File: config.mk
export PLATFORM = sky130hd
export DESIGN_NAME = control_fsm_flat
export DESIGN_NICKNAME = d
export VERILOG_FILES = /design/src/rtl/control_fsm_pkg.sv /design/src/rtl/control_fsm_if.sv /design/src/rtl/control_alu_decoder.sv /design/src/rtl/control_fsm.sv /design/src/flat_wrapper.sv
export SDC_FILE = /design/constraint.sdc
export NUM_CORES = 1
export LEC_CHECK = 0
export BUFFER_PORTS_ARGS = -buffer_cell sky130_fd_sc_hd__clkbuf_2
export CORE_AREA = 10 10 51 53
export DETAILED_ROUTE_END_ITERATION = 12
export DIE_AREA = 0 0 61 63
export PLACE_DENSITY = 0.82
export SKIP_LAST_GASP = 1
export SYNTH_ARGS = -nofsm -noshare
export SYNTH_HDL_FRONTEND = slang
export SYNTH_SLANG_ARGS = --single-unit
File: constraint.sdc
create_clock -name clk -period 3 [get_ports clk]
set_input_delay 0.15 -clock clk [delete_from_list [all_inputs] [get_ports clk]]
set_output_delay 0.15 -clock clk [all_outputs]
set_load 0.005 [all_outputs]
File: src/rtl/control_fsm_pkg.sv
// riscv_ctrl_pkg: shared encodings for the RV32I multicycle control unit.
//   - FSM state codes (4-bit, legacy-compatible localparams)
//   - RV32I opcode constants
//   - ALU operation, immediate-format and datapath mux select codes
// HALT only exists when CONTROL_ILLEGAL_TRAP_EN is defined.
package riscv_ctrl_pkg;

    localparam int SW = 4;

    localparam logic [SW-1:0] S_FETCH    = 4'd0;
    localparam logic [SW-1:0] S_DECODE   = 4'd1;
    localparam logic [SW-1:0] S_MEMADR   = 4'd2;
    localparam logic [SW-1:0] S_MEMREAD  = 4'd3;
    localparam logic [SW-1:0] S_MEMWB    = 4'd4;
    localparam logic [SW-1:0] S_MEMWRITE = 4'd5;
    localparam logic [SW-1:0] S_EXECR    = 4'd6;
    localparam logic [SW-1:0] S_EXECI    = 4'd7;
    localparam logic [SW-1:0] S_ALUWB    = 4'd8;
    localparam logic [SW-1:0] S_BRANCH   = 4'd9;
    localparam logic [SW-1:0] S_JAL      = 4'd10;
    localparam logic [SW-1:0] S_JALR1    = 4'd11;
    localparam logic [SW-1:0] S_JALR2    = 4'd12;
    localparam logic [SW-1:0] S_LUI      = 4'd13;
    localparam logic [SW-1:0] S_AUIPC    = 4'd14;
`ifdef CONTROL_ILLEGAL_TRAP_EN
    localparam logic [SW-1:0] S_HALT     = 4'd15;
`endif

    localparam logic [6:0] OP_LOAD   = 7'b0000011;
    localparam logic [6:0] OP_STORE  = 7'b0100011;
    localparam logic [6:0] OP_R      = 7'b0110011;
    localparam logic [6:0] OP_I      = 7'b0010011;
    localparam logic [6:0] OP_BRANCH = 7'b1100011;
    localparam logic [6:0] OP_JAL    = 7'b1101111;
    localparam logic [6:0] OP_JALR   = 7'b1100111;
    localparam logic [6:0] OP_LUI    = 7'b0110111;
    localparam logic [6:0] OP_AUIPC  = 7'b0010111;

    localparam logic [3:0] ALU_ADD    = 4'd0;
    localparam logic [3:0] ALU_SUB    = 4'd1;
    localparam logic [3:0] ALU_AND    = 4'd2;
    localparam logic [3:0] ALU_OR     = 4'd3;
    localparam logic [3:0] ALU_XOR    = 4'd4;
    localparam logic [3:0] ALU_SLL    = 4'd5;
    localparam logic [3:0] ALU_SRL    = 4'd6;
    localparam logic [3:0] ALU_SRA    = 4'd7;
    localparam logic [3:0] ALU_SLT    = 4'd8;
    localparam logic [3:0] ALU_SLTU   = 4'd9;
    localparam logic [3:0] ALU_PASS_B = 4'd10;

    localparam logic [2:0] IMM_I = 3'd0;
    localparam logic [2:0] IMM_S = 3'd1;
    localparam logic [2:0] IMM_B = 3'd2;
    localparam logic [2:0] IMM_J = 3'd3;
    localparam logic [2:0] IMM_U = 3'd4;

    localparam logic [1:0] A_OLDPC = 2'd0;
    localparam logic [1:0] A_PC    = 2'd1;
    localparam logic [1:0] A_REG   = 2'd2;

    localparam logic [1:0] B_REG   = 2'd0;
    localparam logic [1:0] B_IMM   = 2'd1;
    localparam logic [1:0] B_FOUR  = 2'd2;

    localparam logic [2:0] OUT_ALUREG = 3'd0;
    localparam logic [2:0] OUT_ALUOUT = 3'd1;
    localparam logic [2:0] OUT_DATA   = 3'd2;

endpackage

File: src/rtl/control_fsm_if.sv
// control_fsm_if: control unit <-> datapath bundle.
//   master : control unit (reads decoded fields/flags, drives controls)
//   slave  : datapath side (drives fields/flags, reads controls)
interface control_fsm_if;
    logic [6:0] opcode;
    logic [2:0] funct3;
    logic [6:0] funct7;
    logic       zero_flag;
    logic       alu_lt;

    logic       adr_src;
    logic       pc_write;
    logic       ir_write;
    logic       mem_write;
    logic       reg_write;
    logic       output_en;
    logic [2:0] out_mux_sel;
    logic [2:0] imm_sel;
    logic [1:0] alu_src_a_sel;
    logic [1:0] alu_src_b_sel;
    logic [3:0] alu_ctrl;
    logic       instr_done;
    logic       illegal;

    modport master (
        input  opcode, funct3, funct7, zero_flag, alu_lt,
        output adr_src, pc_write, ir_write, mem_write, reg_write, output_en,
               out_mux_sel, imm_sel, alu_src_a_sel, alu_src_b_sel, alu_ctrl,
               instr_done, illegal
    );

    modport slave (
        output opcode, funct3, funct7, zero_flag, alu_lt,
        input  adr_src, pc_write, ir_write, mem_write, reg_write, output_en,
               out_mux_sel, imm_sel, alu_src_a_sel, alu_src_b_sel, alu_ctrl,
               instr_done, illegal
    );
endinterface

File: src/rtl/control_alu_decoder.sv
// control_alu_decoder: funct3 / funct7[5] -> alu_ctrl for OP and OP-IMM.
//   funct3    in  3  instr[14:12]
//   funct7_b5 in  1  instr[30]
//   is_rtype  in  1  R-type; only then does funct7[5] select SUB
//   alu_ctrl  out 4  ALU operation code
module control_alu_decoder
    import riscv_ctrl_pkg::*;
(
    input  logic [2:0] funct3,
    input  logic       funct7_b5,
    input  logic       is_rtype,
    output logic [3:0] alu_ctrl
);
    always_comb begin
        alu_ctrl = ALU_ADD;
        case (funct3)
            // ADDI has imm[10] in bit 30, so it must never turn into SUB
            3'd0: alu_ctrl = (is_rtype && funct7_b5) ? ALU_SUB : ALU_ADD;
            3'd1: alu_ctrl = ALU_SLL;
            3'd2: alu_ctrl = ALU_SLT;
            3'd3: alu_ctrl = ALU_SLTU;
            3'd4: alu_ctrl = ALU_XOR;
            3'd5: alu_ctrl = funct7_b5 ? ALU_SRA : ALU_SRL;
            3'd6: alu_ctrl = ALU_OR;
            3'd7: alu_ctrl = ALU_AND;
            default: alu_ctrl = ALU_ADD;
        endcase
    end
endmodule

File: src/rtl/control_fsm.sv
// control_fsm: multicycle Moore control unit for the RV32I datapath.
//   clk  in  rising-edge clock
//   rst  in  asynchronous active-low reset (state -> FETCH, strobes held 0)
//   bus  control_fsm_if.master: opcode/funct3/funct7/flags in,
//        mux selects, write strobes, alu_ctrl, instr_done, illegal out
// Build option CONTROL_ILLEGAL_TRAP_EN: unknown opcodes park the FSM in
// HALT with illegal set; otherwise they retire as a NOP.
module control_fsm
    import riscv_ctrl_pkg::*;
#(
    parameter int STATE_W = 4
) (
    input  logic          clk,
    input  logic          rst,
    control_fsm_if.master bus
);
    logic [STATE_W-1:0] state, state_nxt;
    logic [3:0] alu_dec;
    logic       taken;
    logic       pc_w, ir_w, mem_w, reg_w, out_en, done;

    control_alu_decoder u_alu_dec (
        .funct3   (bus.funct3),
        .funct7_b5(bus.funct7[5]),
        .is_rtype (bus.opcode == OP_R),
        .alu_ctrl (alu_dec)
    );

    always_ff @(posedge clk or negedge rst) begin
        if (!rst) state <= S_FETCH;
        else      state <= state_nxt;
    end

    always_comb begin
        case (bus.funct3)
            3'd0:       taken = bus.zero_flag;
            3'd1:       taken = !bus.zero_flag;
            3'd4, 3'd6: taken = bus.alu_lt;
            3'd5, 3'd7: taken = !bus.alu_lt;
            default:    taken = 1'b0;
        endcase
    end

    always_comb begin
        state_nxt = S_FETCH;
        case (state)
            S_FETCH:  state_nxt = S_DECODE;
            S_DECODE: begin
                case (bus.opcode)
                    OP_LOAD, OP_STORE: state_nxt = S_MEMADR;
                    OP_R:              state_nxt = S_EXECR;
                    OP_I:              state_nxt = S_EXECI;
                    OP_BRANCH:         state_nxt = S_BRANCH;
                    OP_JAL:            state_nxt = S_JAL;
                    OP_JALR:           state_nxt = S_JALR1;
                    OP_LUI:            state_nxt = S_LUI;
                    OP_AUIPC:          state_nxt = S_AUIPC;
`ifdef CONTROL_ILLEGAL_TRAP_EN
                    default:           state_nxt = S_HALT;
`else
                    default:           state_nxt = S_FETCH;
`endif
                endcase
            end
            S_MEMADR: state_nxt = (bus.opcode == OP_LOAD) ? S_MEMREAD : S_MEMWRITE;
            S_MEMREAD: state_nxt = S_MEMWB;
            S_EXECR, S_EXECI, S_JAL, S_JALR2, S_LUI, S_AUIPC: state_nxt = S_ALUWB;
            S_JALR1:  state_nxt = S_JALR2;
`ifdef CONTROL_ILLEGAL_TRAP_EN
            S_HALT:   state_nxt = S_HALT;
`endif
            default:  state_nxt = S_FETCH;
        endcase
    end

    always_comb begin
        bus.adr_src       = 1'b0;
        bus.out_mux_sel   = OUT_ALUREG;
        bus.imm_sel       = IMM_I;
        bus.alu_src_a_sel = A_OLDPC;
        bus.alu_src_b_sel = B_REG;
        bus.alu_ctrl      = ALU_ADD;
        pc_w   = 1'b0;
        ir_w   = 1'b0;
        mem_w  = 1'b0;
        reg_w  = 1'b0;
        out_en = 1'b0;
        done   = 1'b0;
        case (state)
            S_FETCH: begin
                ir_w = 1'b1;
                pc_w = 1'b1;
                bus.alu_src_a_sel = A_PC;
                bus.alu_src_b_sel = B_FOUR;
                bus.out_mux_sel   = OUT_ALUOUT;
            end
            S_DECODE: begin
                // Branch/JAL target lands in the ALU reg for the next state
                bus.alu_src_b_sel = B_IMM;
                bus.imm_sel = (bus.opcode == OP_JAL) ? IMM_J : IMM_B;
                case (bus.opcode)
                    OP_LOAD, OP_STORE, OP_R, OP_I, OP_BRANCH,
                    OP_JAL, OP_JALR, OP_LUI, OP_AUIPC: done = 1'b0;
`ifdef CONTROL_ILLEGAL_TRAP_EN
                    default: done = 1'b0;
`else
                    default: done = 1'b1;   // unknown opcode retires as NOP
`endif
                endcase
            end
            S_MEMADR: begin
                bus.alu_src_a_sel = A_REG;
                bus.alu_src_b_sel = B_IMM;
                bus.imm_sel = (bus.opcode == OP_LOAD) ? IMM_I : IMM_S;
            end
            S_MEMREAD: bus.adr_src = 1'b1;
            S_MEMWB: begin
                bus.out_mux_sel = OUT_DATA;
                reg_w  = 1'b1;
                out_en = 1'b1;
                done   = 1'b1;
            end
            S_MEMWRITE: begin
                bus.adr_src = 1'b1;
                mem_w = 1'b1;
                done  = 1'b1;
            end
            S_EXECR: begin
                bus.alu_src_a_sel = A_REG;
                bus.alu_ctrl      = alu_dec;
            end
            S_EXECI: begin
                bus.alu_src_a_sel = A_REG;
                bus.alu_src_b_sel = B_IMM;
                bus.alu_ctrl      = alu_dec;
            end
            S_ALUWB: begin
                reg_w  = 1'b1;
                out_en = 1'b1;
                done   = 1'b1;
            end
            S_BRANCH: begin
                bus.alu_src_a_sel = A_REG;
                bus.alu_ctrl = !bus.funct3[2] ? ALU_SUB :
                               (bus.funct3[1] ? ALU_SLTU : ALU_SLT);
                pc_w = taken;
                done = 1'b1;
            end
            // PC takes the target from the ALU reg while the ALU forms PC+4
            S_JAL, S_JALR2: begin
                pc_w = 1'b1;
                bus.alu_src_b_sel = B_FOUR;
            end
            S_JALR1: begin
                bus.alu_src_a_sel = A_REG;
                bus.alu_src_b_sel = B_IMM;
            end
            S_LUI: begin
                bus.alu_src_b_sel = B_IMM;
                bus.imm_sel  = IMM_U;
                bus.alu_ctrl = ALU_PASS_B;
            end
            S_AUIPC: begin
                bus.alu_src_b_sel = B_IMM;
                bus.imm_sel = IMM_U;
            end
            default: ;
        endcase
    end

    // Strobes are gated by reset so nothing writes while rst is low
    assign bus.pc_write   = rst & pc_w;
    assign bus.ir_write   = rst & ir_w;
    assign bus.mem_write  = rst & mem_w;
    assign bus.reg_write  = rst & reg_w;
    assign bus.output_en  = rst & out_en;
    assign bus.instr_done = rst & done;

`ifdef CONTROL_ILLEGAL_TRAP_EN
    assign bus.illegal = (state == S_HALT);
`else
    assign bus.illegal = 1'b0;
`endif

endmodule

File: src/flat_wrapper.sv
// flat-port wrapper written by rule: the top's interface ports become plain ports
module control_fsm_flat import riscv_ctrl_pkg::*;
#(
    parameter int STATE_W = 4
)
  (clk, rst, bus_opcode, bus_funct3, bus_funct7, bus_zero_flag, bus_alu_lt, bus_adr_src, bus_pc_write, bus_ir_write, bus_mem_write, bus_reg_write, bus_output_en, bus_out_mux_sel, bus_imm_sel, bus_alu_src_a_sel, bus_alu_src_b_sel, bus_alu_ctrl, bus_instr_done, bus_illegal);
  control_fsm_if bus_i ();
  input  logic clk;
  input  logic rst;
  input wire logic [$bits(bus_i.opcode)-1:0] bus_opcode;
  input wire logic [$bits(bus_i.funct3)-1:0] bus_funct3;
  input wire logic [$bits(bus_i.funct7)-1:0] bus_funct7;
  input wire logic [$bits(bus_i.zero_flag)-1:0] bus_zero_flag;
  input wire logic [$bits(bus_i.alu_lt)-1:0] bus_alu_lt;
  output wire logic [$bits(bus_i.adr_src)-1:0] bus_adr_src;
  output wire logic [$bits(bus_i.pc_write)-1:0] bus_pc_write;
  output wire logic [$bits(bus_i.ir_write)-1:0] bus_ir_write;
  output wire logic [$bits(bus_i.mem_write)-1:0] bus_mem_write;
  output wire logic [$bits(bus_i.reg_write)-1:0] bus_reg_write;
  output wire logic [$bits(bus_i.output_en)-1:0] bus_output_en;
  output wire logic [$bits(bus_i.out_mux_sel)-1:0] bus_out_mux_sel;
  output wire logic [$bits(bus_i.imm_sel)-1:0] bus_imm_sel;
  output wire logic [$bits(bus_i.alu_src_a_sel)-1:0] bus_alu_src_a_sel;
  output wire logic [$bits(bus_i.alu_src_b_sel)-1:0] bus_alu_src_b_sel;
  output wire logic [$bits(bus_i.alu_ctrl)-1:0] bus_alu_ctrl;
  output wire logic [$bits(bus_i.instr_done)-1:0] bus_instr_done;
  output wire logic [$bits(bus_i.illegal)-1:0] bus_illegal;
  assign bus_i.opcode = bus_opcode;
  assign bus_i.funct3 = bus_funct3;
  assign bus_i.funct7 = bus_funct7;
  assign bus_i.zero_flag = bus_zero_flag;
  assign bus_i.alu_lt = bus_alu_lt;
  assign bus_adr_src = bus_i.adr_src;
  assign bus_pc_write = bus_i.pc_write;
  assign bus_ir_write = bus_i.ir_write;
  assign bus_mem_write = bus_i.mem_write;
  assign bus_reg_write = bus_i.reg_write;
  assign bus_output_en = bus_i.output_en;
  assign bus_out_mux_sel = bus_i.out_mux_sel;
  assign bus_imm_sel = bus_i.imm_sel;
  assign bus_alu_src_a_sel = bus_i.alu_src_a_sel;
  assign bus_alu_src_b_sel = bus_i.alu_src_b_sel;
  assign bus_alu_ctrl = bus_i.alu_ctrl;
  assign bus_instr_done = bus_i.instr_done;
  assign bus_illegal = bus_i.illegal;
  control_fsm #(.STATE_W(STATE_W)) u_core (.clk(clk), .rst(rst), .bus(bus_i));
endmodule
==> impl_metrics.tcl <==
set metrics [dict create \
    outcome "finished clean" \
    hold_class "primary input to asynchronous set/reset pin" \
    yosysUniqueCellTypes 42 \
    ff2ff_path_depth 4 \
    syn_to_final_growth_pct 21.8 \
    ys_warn_count 0 \
    drtPass1Iterations 4 \
    synth_compound_area_share_pct 25.8 \
    critPathLaunchType "flop" \
    cts_buffers 3 \
    grt_max_degree 17 \
    coreArea_mm2 0.00165 \
    p_total_uw 207 \
    async_flop_share_pct 100 \
    fin_crit_ns 2.00 \
    r2r-start "u_core.state[2]$_DFF_PN0_" \
    synth_edf_count 0 \
    layout_commonest_cell "clkbuf_2" \
    synth_top_area_cell "dfrtp_1" \
    p_seq_share_pct 30.0 \
    dp_slack_ns 1.29 \
    vias 870 \
    dp_hpwl_um 1730 \
    wire_per_inst_um 13.9 \
    clockRootBuffer "clkbuf_4" \
    pwr-share-comb_pct 37.2 \
    overflow 0 \
    synth_area_per_cell_um2 6.85 \
    clock_path_buffers 2 \
    gp_congestion 0.813 \
    yosys.area.top_type_share_pct 13.7 \
    cap_violations 0 \
    drcViolationCount 0 \
    mostFrequentLayoutCells "clkbuf_2, nor2_1, nand2_1" \
    cts_tree "done" \
    synth_xor_area_share_pct 3.58 \
    timing.rr.end "u_core.state[0]$_DFF_PN0_" \
    setup_violations 0 \
    worstSetupEndpointType "output port" \
    cts.clk_slew.worst_paths_ns 0.04 \
    largest_reg_flops 4 \
    rrSetupSlack_ns 1.63 \
    antenna_found_initial 0 \
    synth_fa_ha_area_share_pct 0 \
    drt_wl_total_um 2150 \
    drtIter0Drc 34 \
    yosys.area_share.simple_pct 43.9 \
    dieWidth_um 61 \
    dieArea_mm2 0.00384 \
    power_leakage_uw 0.000429 \
    setup_ws_ns 1.00 \
    synth_top_family_by_area "simple AND/OR/NAND/NOR gates" \
    synth_mux_area_share_pct 1.37 \
    clockPowerShare_pct 32.9 \
    p_switching_uw 70.4 \
    top_regs "u_core.state: 4 flops" \
    rows 15 \
    ant_nets 0 \
    synthesis.instances 107 \
    required_ns 2.85 \
    switching_share_pct 34.0 \
    synthFlopType "dfrtp_1" \
    yosysSeqAreaShare_pct 13.7 \
    critPathKind "flop to output port" \
    fin_skew_ns 0.00302 \
    grt_pass1_wl_um 3650 \
    drive_gt1_share_pct 30.4 \
    power.density_mw_per_mm2 232 \
    critical_path_arrival_ns 1.85 \
    fmax_mhz 500 \
    antenna_cells 0 \
    grt_pass1_vias 860 \
    start_util_pct 44.4 \
    finalHoldViolations 0 \
    cts_setup_buffers 0 \
    cts.sinks 4 \
    nets 161 \
    clk_latency_ns 0.24 \
    intPower_uw 137 \
    io_pins 43 \
    ys_seq_elements 4 \
    fin_tns_setup_ns 0 \
    die_y_um 63 \
    drv_slew 0 \
    peakVddDrop_mv 0.103 \
    io_buffers 34 \
    synth_area_leaders "dfrtp_1, a21oi_1, nor2_1, nand2_1, nor2b_1" \
    period_share_pct 66.6 \
    grt_use_total_pct 11.5 \
    routed_via_density 5.61 \
    top_register "u_core.state" \
    synthesis.area_um2 733 \
    grt_setup_unrepaired "false" \
    cts-htree-levels 1 \
    cp_max_fo 16 \
]
==> through the flow <==
step	cell area (µm²)	util [%]	hold slack (ns)	std cells
3_3_place_gp	861	52.1	-0.0104	151
3_5_place_dp	861	52.1	-0.00928	151
2_1_floorplan	737	-	-0.146	108
5_1_grt	893	54.1	0.324	155
6_report	893	54.1	0.286	155
4_1_cts	893	54.1	0.270	155
==> routing by layer <==
| metal | GRT usage [%] | wire (µm) | up-vias |
|---|---|---|---|
| met1 | 14.3 | 977 | 395 |
| li1 | - | - | 442 |
| met4 | 6.87 | 0 | 0 |
| met3 | 2.24 | 165 | 0 |
| met2 | 17.2 | 1010 | 33 |
| met5 | 0 | 0 | - |
==> power by group through the flow <==
stage | clock network (µW) | registers, µW | logic [µW]
global placement | 0 | 62.5 | 72.7
CTS | 68.7 | 61.9 | 77.1
finish | 68.1 | 62.1 | 77.0
global route | 70.4 | 62.8 | 87.7
floorplan | 0 | 58.2 | 49.6
detailed placement | 0 | 62.6 | 76.0
==> cell usage after synthesis (3+ instances only) <==
cell / instances
nor2_1: 11
nand2_1: 10
a21oi_1: 9
nor2b_1: 6
nor3_1: 6
o21ai_0: 6
nand2b_1: 5
dfrtp_1: 4
inv_1: 4
and2_1: 3
and4b_1: 3
buf_4: 3
xnor2_1: 3
==> worst max-delay path, stage by stage, from the launching register on <==
cell and delay [ns]:
dfrtp_1 0.55, nor2b_1 0.24, and2_1 0.19, a2111oi_0 0.43, a21oi_1 0.08, clkbuf_2 0.13
==> layout make-up <==
cell class | count | area, µm²
Multi-Input combinational cell | 92 | 554
Tap cell | 17 | 21.3
Fill cell | 183 | 758
Inverter | 4 | 15.0
Timing Repair Buffer | 35 | 180
Clock buffer | 3 | 22.5
Sequential cell | 4 | 100
==> cell families after synthesis <==
| family | after synthesis |
|---|---|
| compound gates | 29 |
| xor+xnor | 3 |
| buf+inv | 12 |
| flops | 4 |
| mux | 1 |
| other cells | 1 |
| simple gates | 57 |
==> worst max path at each step <==
| stage | startpoint | depth (start not counted) | endpoint | slack (ns) |
|---|---|---|---|---|
| 6_report | u_core.state[0]$_DFF_PN0_ | 5 | bus_alu_ctrl[0] | 1.00 |
| 5_1_grt | u_core.state[0]$_DFF_PN0_ | 5 | bus_alu_ctrl[0] | 0.81 |
| 4_1_cts | u_core.state[0]$_DFF_PN0_ | 5 | bus_alu_ctrl[0] | 1.04 |
| 3_5_place_dp | u_core.state[0]$_DFF_PN0_ | 5 | bus_alu_ctrl[0] | 1.29 |
| 3_3_place_gp | u_core.state[1]$_DFF_PN0_ | 5 | bus_alu_ctrl[0] | 1.31 |
| 2_1_floorplan | u_core.state[3]$_DFF_PN0_ | 6 | bus_instr_done | 1.57 |
==> repair_timing <==
action,CTS,global route
setup endpoints to repair,0,0
gates resized for setup,0,0
hold buffers,1,0
hold endpoints to repair,4,0
No activity file was read; power rests on OpenSTA's default activity.
